`src/rtl/stopwatch_ctrl.sv`:
```
// Stopwatch run/pause/lap/clear controller: debounced buttons, state machine and
// 100 Hz single-cycle count-enable divider for the BCD counter / display latch.
module stopwatch_ctrl #(
  parameter int DEB_CNTMAX  = 499999,
  parameter int TICK_CNTMAX = 499999
) (
  input  logic       clk_50M,
  input  logic       rst_n,
  input  logic       btn_start,
  input  logic       btn_lap,
  input  logic       cnt_max,
  output logic       tick,
  output logic       cnt_clr,
  output logic       hold,
  output logic       run,
  output logic [1:0] state
);

  localparam int DW = $clog2(DEB_CNTMAX + 2);
  localparam int TW = $clog2(TICK_CNTMAX + 2);
  localparam logic [DW-1:0] DEB_MAX  = DW'(DEB_CNTMAX);
  localparam logic [TW-1:0] TICK_MAX = TW'(TICK_CNTMAX);

  typedef enum logic [2:0] {
    S_IDLE,
    S_RUN,
    S_LAP,
    S_PAUSE,
    S_DONE
  } state_e;

  logic [1:0] btn_raw;
  logic [1:0] press;

  assign btn_raw = {btn_lap, btn_start};

  for (genvar gi = 0; gi < 2; gi++) begin : g_btn
    logic          sync1_q;
    logic          sync2_q;
    logic          level_q;
    logic          level_dly_q;
    logic          press_q;
    logic [DW-1:0] deb_cnt_q;

    // Counter runs only while the synchronised level disagrees with the accepted
    // one; any return to agreement restarts the stability window.
    always_ff @(posedge clk_50M or negedge rst_n) begin
      if (!rst_n) begin
        sync1_q     <= 1'b1;
        sync2_q     <= 1'b1;
        level_q     <= 1'b1;
        level_dly_q <= 1'b1;
        press_q     <= 1'b0;
        deb_cnt_q   <= '0;
      end else begin
        sync1_q <= btn_raw[gi];
        sync2_q <= sync1_q;
        if (sync2_q == level_q) begin
          deb_cnt_q <= '0;
        end else if (deb_cnt_q == DEB_MAX) begin
          level_q   <= sync2_q;
          deb_cnt_q <= '0;
        end else begin
          deb_cnt_q <= deb_cnt_q + DW'(1);
        end
        level_dly_q <= level_q;
        press_q     <= level_dly_q & ~level_q;
      end
    end

    assign press[gi] = press_q;
  end

  logic start_press;
  logic lap_press;

  assign start_press = press[0];
  assign lap_press   = press[1];

  state_e        state_q, state_d;
  logic [TW-1:0] div_q, div_d;

  always_ff @(posedge clk_50M or negedge rst_n) begin
    if (!rst_n) begin
      state_q <= S_IDLE;
      div_q   <= '0;
    end else begin
      state_q <= state_d;
      div_q   <= div_d;
    end
  end

  always_comb begin
    state_d = state_q;
    cnt_clr = 1'b0;
    run     = 1'b0;
    hold    = 1'b0;
    state   = 2'd0;
    case (state_q)
      S_IDLE: begin
        cnt_clr = 1'b1;
        state   = 2'd0;
        if (start_press) state_d = S_RUN;
      end
      S_RUN: begin
        run   = 1'b1;
        state = 2'd1;
        if (cnt_max)          state_d = S_DONE;
        else if (start_press) state_d = S_PAUSE;
        else if (lap_press)   state_d = S_LAP;
      end
      S_LAP: begin
        run   = 1'b1;
        hold  = 1'b1;
        state = 2'd2;
        if (cnt_max)          state_d = S_DONE;
        else if (start_press) state_d = S_PAUSE;
        else if (lap_press)   state_d = S_RUN;
      end
      S_PAUSE: begin
        state = 2'd3;
        if (start_press)    state_d = S_RUN;
        else if (lap_press) state_d = S_IDLE;
      end
      S_DONE: begin
        state = 2'd3;
        if (lap_press) state_d = S_IDLE;
      end
      default: state_d = S_IDLE;
    endcase
  end

  // Divider phase survives PAUSE/DONE so a resumed run keeps its partial period.
  always_comb begin
    div_d = div_q;
    if (state_q == S_IDLE) begin
      div_d = '0;
    end else if (run) begin
      div_d = (div_q == TICK_MAX) ? '0 : div_q + TW'(1);
    end
  end

  assign tick = run & (div_q == TICK_MAX);

endmodule

```
`config.mk`:
```
export PLATFORM = sky130hd
export DESIGN_NAME = stopwatch_ctrl
export DESIGN_NICKNAME = d
export VERILOG_FILES = /design/src/rtl/stopwatch_ctrl.sv
export SDC_FILE = /design/constraint.sdc
export NUM_CORES = 1
export LEC_CHECK = 0
export ABC_AREA = 1
export BUFFER_PORTS_ARGS = -buffer_cell sky130_fd_sc_hd__buf_2
export CORE_UTILIZATION = 45
export DETAILED_ROUTE_END_ITERATION = 10
export GPL_ROUTABILITY_DRIVEN = 0
export SYNTH_ARGS = -nofsm -noshare
export SYNTH_HDL_FRONTEND = slang
export SYNTH_SLANG_ARGS = --single-unit
```
`constraint.sdc`:
```
create_clock -name clk_50M -period 1.9 [get_ports clk_50M]
set_input_delay 0.38 -clock clk_50M [delete_from_list [all_inputs] [get_ports clk_50M]]
set_output_delay 0.38 -clock clk_50M [all_outputs]
set_load 0.02 [all_outputs]
```
==> reports/results.ini, run 1 <==
[clocking]
cts_root_buffer = clkbuf_8
htree_levels = 3
cts_sinks = 70
cts_tree = built
cts_buffer_depth = 2
clk_pin_slew_worst_paths_ps = 70
cts_buffers = 9
worstSkewPairLatency_ps = 340

[floorplan]
fp.dieW_um = 93.9
initial_core_util_pct = 46.5
fp.dieArea_sq_mm = 0.00882
row_count = 33
coreArea_sq_mm = 0.00818
io_pins = 11
fp.dieH_um = 93.9

[timing]
slew_viol_final = 0
layout_min_cycle_time_ps = 1830
hold_violations = 0
finalSetupViolCount = 0
slew_headroom_pct = 56.0
worst_pin_slew_ps = 657
clock.fmax_mhz = 548
setup_tns_ps = 0
fin_crit_sh_pct = 96.1
skew_ps = 9.57
rsz0062_at_grt = true

[synthesis]
synth_seq_cells = 70
yosysTopAreaCellShare_pct = 40.8
yosysSeqAreaShare_pct = 46.3
synthFlopType = dfrtp_1
yosysTopAreaCell = dfrtp_1
async_flop_share_pct = 100
yosys-top-cells-area = dfrtp_1 41%, nor2_1 11%, nand2_1 11%
synth.distinct_cells = 33
netlist_area_sq_mm = 0.00380
yosysWarnings = 0
synth_edf_count = 0
synth.avg_cell_area_sq_um = 7.71
synth_cells = 493
mappedNetlistNets = 501

[power_and_ir_drop]
seq_power_share_pct = 48.9
p_int_mw = 2.48
p_per_area_mw_per_mm2 = 714
combPwrFrac_pct = 2.6
swShare_pct = 20.2
peakVddDrop_uv = 354
switchingPower_mw = 0.627
pwr-share-clk_pct = 48.5
p_leak_nw = 1.88

[global_route]
grt_first_pass_wirelength_um = 13000
grt.total_usage_pct = 19.0
grt_max_degree = 50
grt_pass1_vias = 2933
antenna_found_initial = 0
overflow = 0

[hold_path]
hold_class = in2reg
worstHoldStart = btn_lap

[routing]
drt_iter0_markers = 85
wl_met3_um = 187
wl_met1_um = 3760
vias_per_cell = 4.97
met2_length_um = 3540
drc = 0
drt_wl_total_um = 7650
drtAntennaViolNets = 0
highest_layer = met4
firstDrtPassIters = 4
routedWlPerCell_um = 12.1
vias = 3146

[setup_path]
r2r-start = div_q[0]
crit_path_end_kind = output port
cp-start-kind = flop
path_class = reg2out
crit_fanout = 3
cp-startpoint = div_q[0]
arrival_ps = 1450
timing.critical_path.required_ps = 1520

[flow_run]
cap_violations = 0

[final_layout]
diodes = 0
final_core_util_pct = 53.1
area_growth_pct = 14.3
finalNonFillerCells = 633
fin_nets = 531
multiInputGateArea_sq_mm = 0.00183
fill_cells = 767
drive_gt1_share_pct = 15.0
seqCellArea_sq_mm = 0.00177

[run_status]
status = finished, final reports clean

[placed_design]
dp_hpwl_um = 5620
dp_cells = 608
port_buffers = 10

-- cell usage in the layout, fill, tap and decap left out, types with 2 or more instances in the layout --
master     count
xor2_1        20
nand3_1       25
clkbuf_1       2
nand2_1      107
xnor2_1        5
dfstp_2        8
inv_1         53
dfrtp_1       59
nand4_1       16
nor3_1        15
and2_1         2
nor2_1       113
clkbuf_8      11
dfrtp_2        3
ha_1           2
nor3b_1        2
o21ai_0       14
nand2_2        7
bufinv_16      3
nor3_2         2
o21a_1         2
nor2_4         8
buf_2          8
nor2_2         9
buf_4         11
a21oi_1        6
inv_2          2
-- synthesized netlist by cell type, types with 2 or more instances --
cell type and count:
nor2_1 114, nand2_1 108, dfrtp_1 62, inv_1 53
nand3_1 25, xor2_1 20, nand4_1 16, nor3_1 15
o21ai_0 14, nor2_2 9, dfstp_2 8, nor2_4 7
a21oi_1 6, nand2_2 6, xnor2_1 5, ha_1 3
and2_1 2, inv_2 2, nor3_2 2, nor3b_1 2
o21a_1 2
-- cell families (layout without fill, tap and decap cells) --
logic type	after synthesis	count (layout)	synth area share [%]
fa+ha+maj	3	3	0.988
buf+inv	58	93	5.99
simple gates	308	308	36.1
compound gates	28	28	4.38
flops	70	70	46.3
xor+xnor	26	26	6.19
-- through the flow --
stage | cell area, sq um | hold slack (ps) | power (mW) | setup WS, ps
6_report | 4340 | 138 | 3.10 | 74.6
5_1_grt | 4340 | 119 | 3.20 | -69.2
4_1_cts | 4280 | 122 | 3.13 | 1.05
3_5_place_dp | 4000 | 306 | 1.63 | 286
3_3_place_gp | 4000 | 300 | 1.63 | 328
2_1_floorplan | 3800 | 84.4 | 1.58 | 309
-- final timing paths --
kind,end,slack (ps),cells past startpoint
min,g_btn[1].sync1_q,140,1
min in group asynchronous,div_q[15],470,2
max reg2reg,div_q[9],310,9
max,tick,70,6
min reg2reg,g_btn[0].sync2_q,360,0
max in group asynchronous,g_btn[0].sync1_q,820,3
-- power groups by stage --
stage / logic, mW / clock network [mW] / registers, mW
after floorplan: 0.0332 / 0 / 1.54
after global placement: 0.0820 / 0 / 1.54
after global routing: 0.0969 / 1.59 / 1.52
after detailed placement: 0.0833 / 0 / 1.54
after CTS: 0.0849 / 1.53 / 1.52
final: 0.0807 / 1.51 / 1.52
-- layout make-up --
type,count,area share [%]
clock buffers,13,3.66
clock inverters,3,2.07
inverters,56,4.87
multi-input cells,365,42.2
flip-flops and latches,70,40.6
well taps,105,3.02
repair buffers,21,3.51
-- flip-flops by register name, indices dropped and copies added, names as in the netlist --
| signal | cells |
|---|---|
| g_btn.level_q | 2 |
| g_btn.sync1_q | 2 |
| div_q | 19 |
| g_btn.sync2_q | 2 |
| g_btn.press_q | 2 |
| g_btn.deb_cnt_q | 38 |
| state_q | 3 |
| g_btn.level_dly_q | 2 |
-- worst max-delay path, cell delays in order (launching register included) --
cell and delay (ps):
dfrtp_1 390, ha_4 160, nand2_2 70, nor2_4 120, nand3_1 100, nor2_1 120
buf_4 140
-- timing repair --
action	in CTS	in global routing
endpoints found under the hold margin	20	0
setup endpoints to repair	1	2
setup buffers	2	6
resized for setup	3	6
hold buffers	1	0
pin swaps	1	2
-- layer usage --
metal / GRT usage (%) / vias to the layer above
met1: 24.3 / 1478
met5: 0 / -
li1: - / 1607
met4: 10.0 / 0
met2: 30.9 / 47
met3: 2.99 / 14
No activity file was read; power rests on OpenSTA's default activity.
==> run 2, diff against run 1 <==
--- a/config.mk
+++ b/config.mk
@@ -7,6 +7,7 @@
 export LEC_CHECK = 0
 export ABC_AREA = 1
 export BUFFER_PORTS_ARGS = -buffer_cell sky130_fd_sc_hd__buf_2
+export CORE_MARGIN = 2
 export CORE_UTILIZATION = 45
 export DETAILED_ROUTE_END_ITERATION = 10
 export GPL_ROUTABILITY_DRIVEN = 0
==> run 2 against run 1 <==
Non-clock buffer count shrank 3. Largest power group unchanged. Cell area shrank 0.75%. Highest routed layer unchanged. First-iteration DRC count grew 38%. Clock-buffer cell count shrank 4. Sequential share of layout area grew 0.36 points. Cell count shrank 0.47%. Clock skew grew 2.5 ps. The run now ends with negative hold slack left. Flip-flop and latch count is the same. Critical endpoint unchanged.
==> reports/results.ini, run 2 (synthesis gave the netlist of run 1 again) <==
[timing]
timing.hold.ws_ps = -5.55
rsz0062_at_grt = true
finalSetupViolCount = 0
slew_viol_final = 0
worst_pin_slew_ps = 681
hold_violations = 3
slew_headroom_pct = 54.4
fin_ws_ps = 17.1
setup_tns_ps = 0
skew_ps = 12.1
fin_crit_sh_pct = 99.1
clock.fmax_mhz = 531
layout_min_cycle_time_ps = 1880

[floorplan]
fp.dieW_um = 95.9
initial_core_util_pct = 46.3
row_count = 33
io_pins = 11
fp.dieArea_sq_mm = 0.00920
fp.dieH_um = 95.9
coreArea_sq_mm = 0.00822

[run_status]
status = complete, but fails checks
violations = negative hold slack

[routing]
firstDrtPassIters = 4
drt_iter0_markers = 117
routedWlPerCell_um = 12.5
vias_per_cell = 4.97
drt_wl_total_um = 7850
vias = 3131
drc = 0
drtAntennaViolNets = 0

[final_layout]
reg_top3 = g_btn.deb_cnt_q (38), div_q (19), state_q (3)
final_cell_mix = 112 x nor2_1, 107 x nand2_1, 57 x dfrtp_1
fin_nets = 528
final_common_cell = nor2_1
final_cell_area_sq_mm = 0.00431
diodes = 0
largest_register_ff_count = 38
finalNonFillerCells = 630
drive_gt1_share_pct = 16.0
area_growth_pct = 13.4
top_register = g_btn.deb_cnt_q

[clocking]
cts_root_buffer = clkbuf_8
cts_tree = built
worstSkewPairLatency_ps = 350
cts_buffer_depth = 2
htree_levels = 3
cts_buffers = 9
cts_sinks = 70
clk_pin_slew_worst_paths_ps = 90

[global_route]
overflow = 0
grt.total_usage_pct = 19.1
grt_first_pass_wirelength_um = 13500
grt_max_degree = 40
grt_pass1_vias = 2998
antenna_found_initial = 0

[power_and_ir_drop]
p_int_mw = 2.41
combPwrFrac_pct = 2.7
p_per_area_mw_per_mm2 = 713
peakVddDrop_uv = 407
swShare_pct = 21.8
seq_power_share_pct = 49.3
switchingPower_mw = 0.669
p_leak_nw = 1.85
pwr-share-clk_pct = 48.0

[setup_path]
cpMaxStageDelayCell = dfrtp_1
r2r-start = div_q[1]
crit_fanout = 3
crit_path_end_kind = output port
rr_worst_depth = 9
slowest_delay_ps = 380
path_class = reg2out
timing.critical_path.required_ps = 1520
cp-start-kind = flop
path_cells = ha_2, nand2_1, nor2_2, nand3_2, nor2_1, buf_4
rrSetupSlack_ps = 220
reg2reg_to = div_q[11]
arrival_ps = 1500

[placed_design]
dp_hpwl_um = 5790
place_area_sq_mm = 0.00400
dp_cells = 609
port_buffers = 10
dp_slack_ps = 290

[hold_path]
hold_class = in2async

[flow_run]
cap_violations = 0

run 2: worst max-delay path by stage:
stage / from / endpoint / slack (ps) / cells after the start
floorplan: state_q[1] / tick / 310 / 5
global placement: div_q[0] / tick / 310 / 6
detailed placement: div_q[0] / tick / 290 / 6
CTS: div_q[15] / tick / 10 / 7
global route: div_q[1] / tick / -70 / 6
finish: div_q[1] / tick / 20 / 6
run 2: critical path: cells and delay by family (launching register included):
| kind | cells | cell delay [ps] |
|---|---|---|
| simple gates | 4 | 420 |
| fa+ha+maj | 1 | 200 |
| buf+inv | 1 | 150 |
| flops | 1 | 380 |
run 2: layer usage:
layer / track usage [%] / vias up / part of all wire (%) / routed length, um
li1: - / 1600 / - / -
met2: 29.9 / 44 / 46 / 3640
met4: 9.40 / 0 / 1.9 / 153
met1: 25.8 / 1472 / 49 / 3860
met3: 2.90 / 15 / 2.5 / 195
met5: 0 / - / 0 / 0
run 2: repair_timing:
action | in CTS | in global routing
buffers inserted | 2 | 3
pin swaps | 1 | 3
hold buffers | 0 | 0
endpoints found under the setup margin | 1 | 2
gates resized for setup | 1 | 11
run 2: area by class of cell:
cell class                      instances  area (sq um)
Clock buffer                            9           124
Clock inverter                          7           123
Inverter                               56           211
Sequential cell                        70          1770
Timing Repair Buffer                   18           128
Multi-Input combinational cell        365          1830
Tap cell                              105           131
Fill cell                             776          3910
run 2: power by group through the flow:
| stage | Clock, mW | Combinational, mW | Sequential, mW |
|---|---|---|---|
| floorplan | 0 | 0.0332 | 1.54 |
| global route | 1.57 | 0.0960 | 1.52 |
| detailed placement | 0 | 0.0861 | 1.55 |
| global placement | 0 | 0.0829 | 1.54 |
| CTS | 1.51 | 0.0859 | 1.52 |
| finish | 1.48 | 0.0818 | 1.52 |
run 2: through the flow:
stage	utilization, %	hold slack, ps	power (mW)
after floorplan	-	84.4	1.58
after global placement	48.7	346	1.63
after detailed placement	48.7	349	1.63
after CTS	51.9	3.11	3.11
after global routing	52.5	15.7	3.19
final	52.5	-5.55	3.07
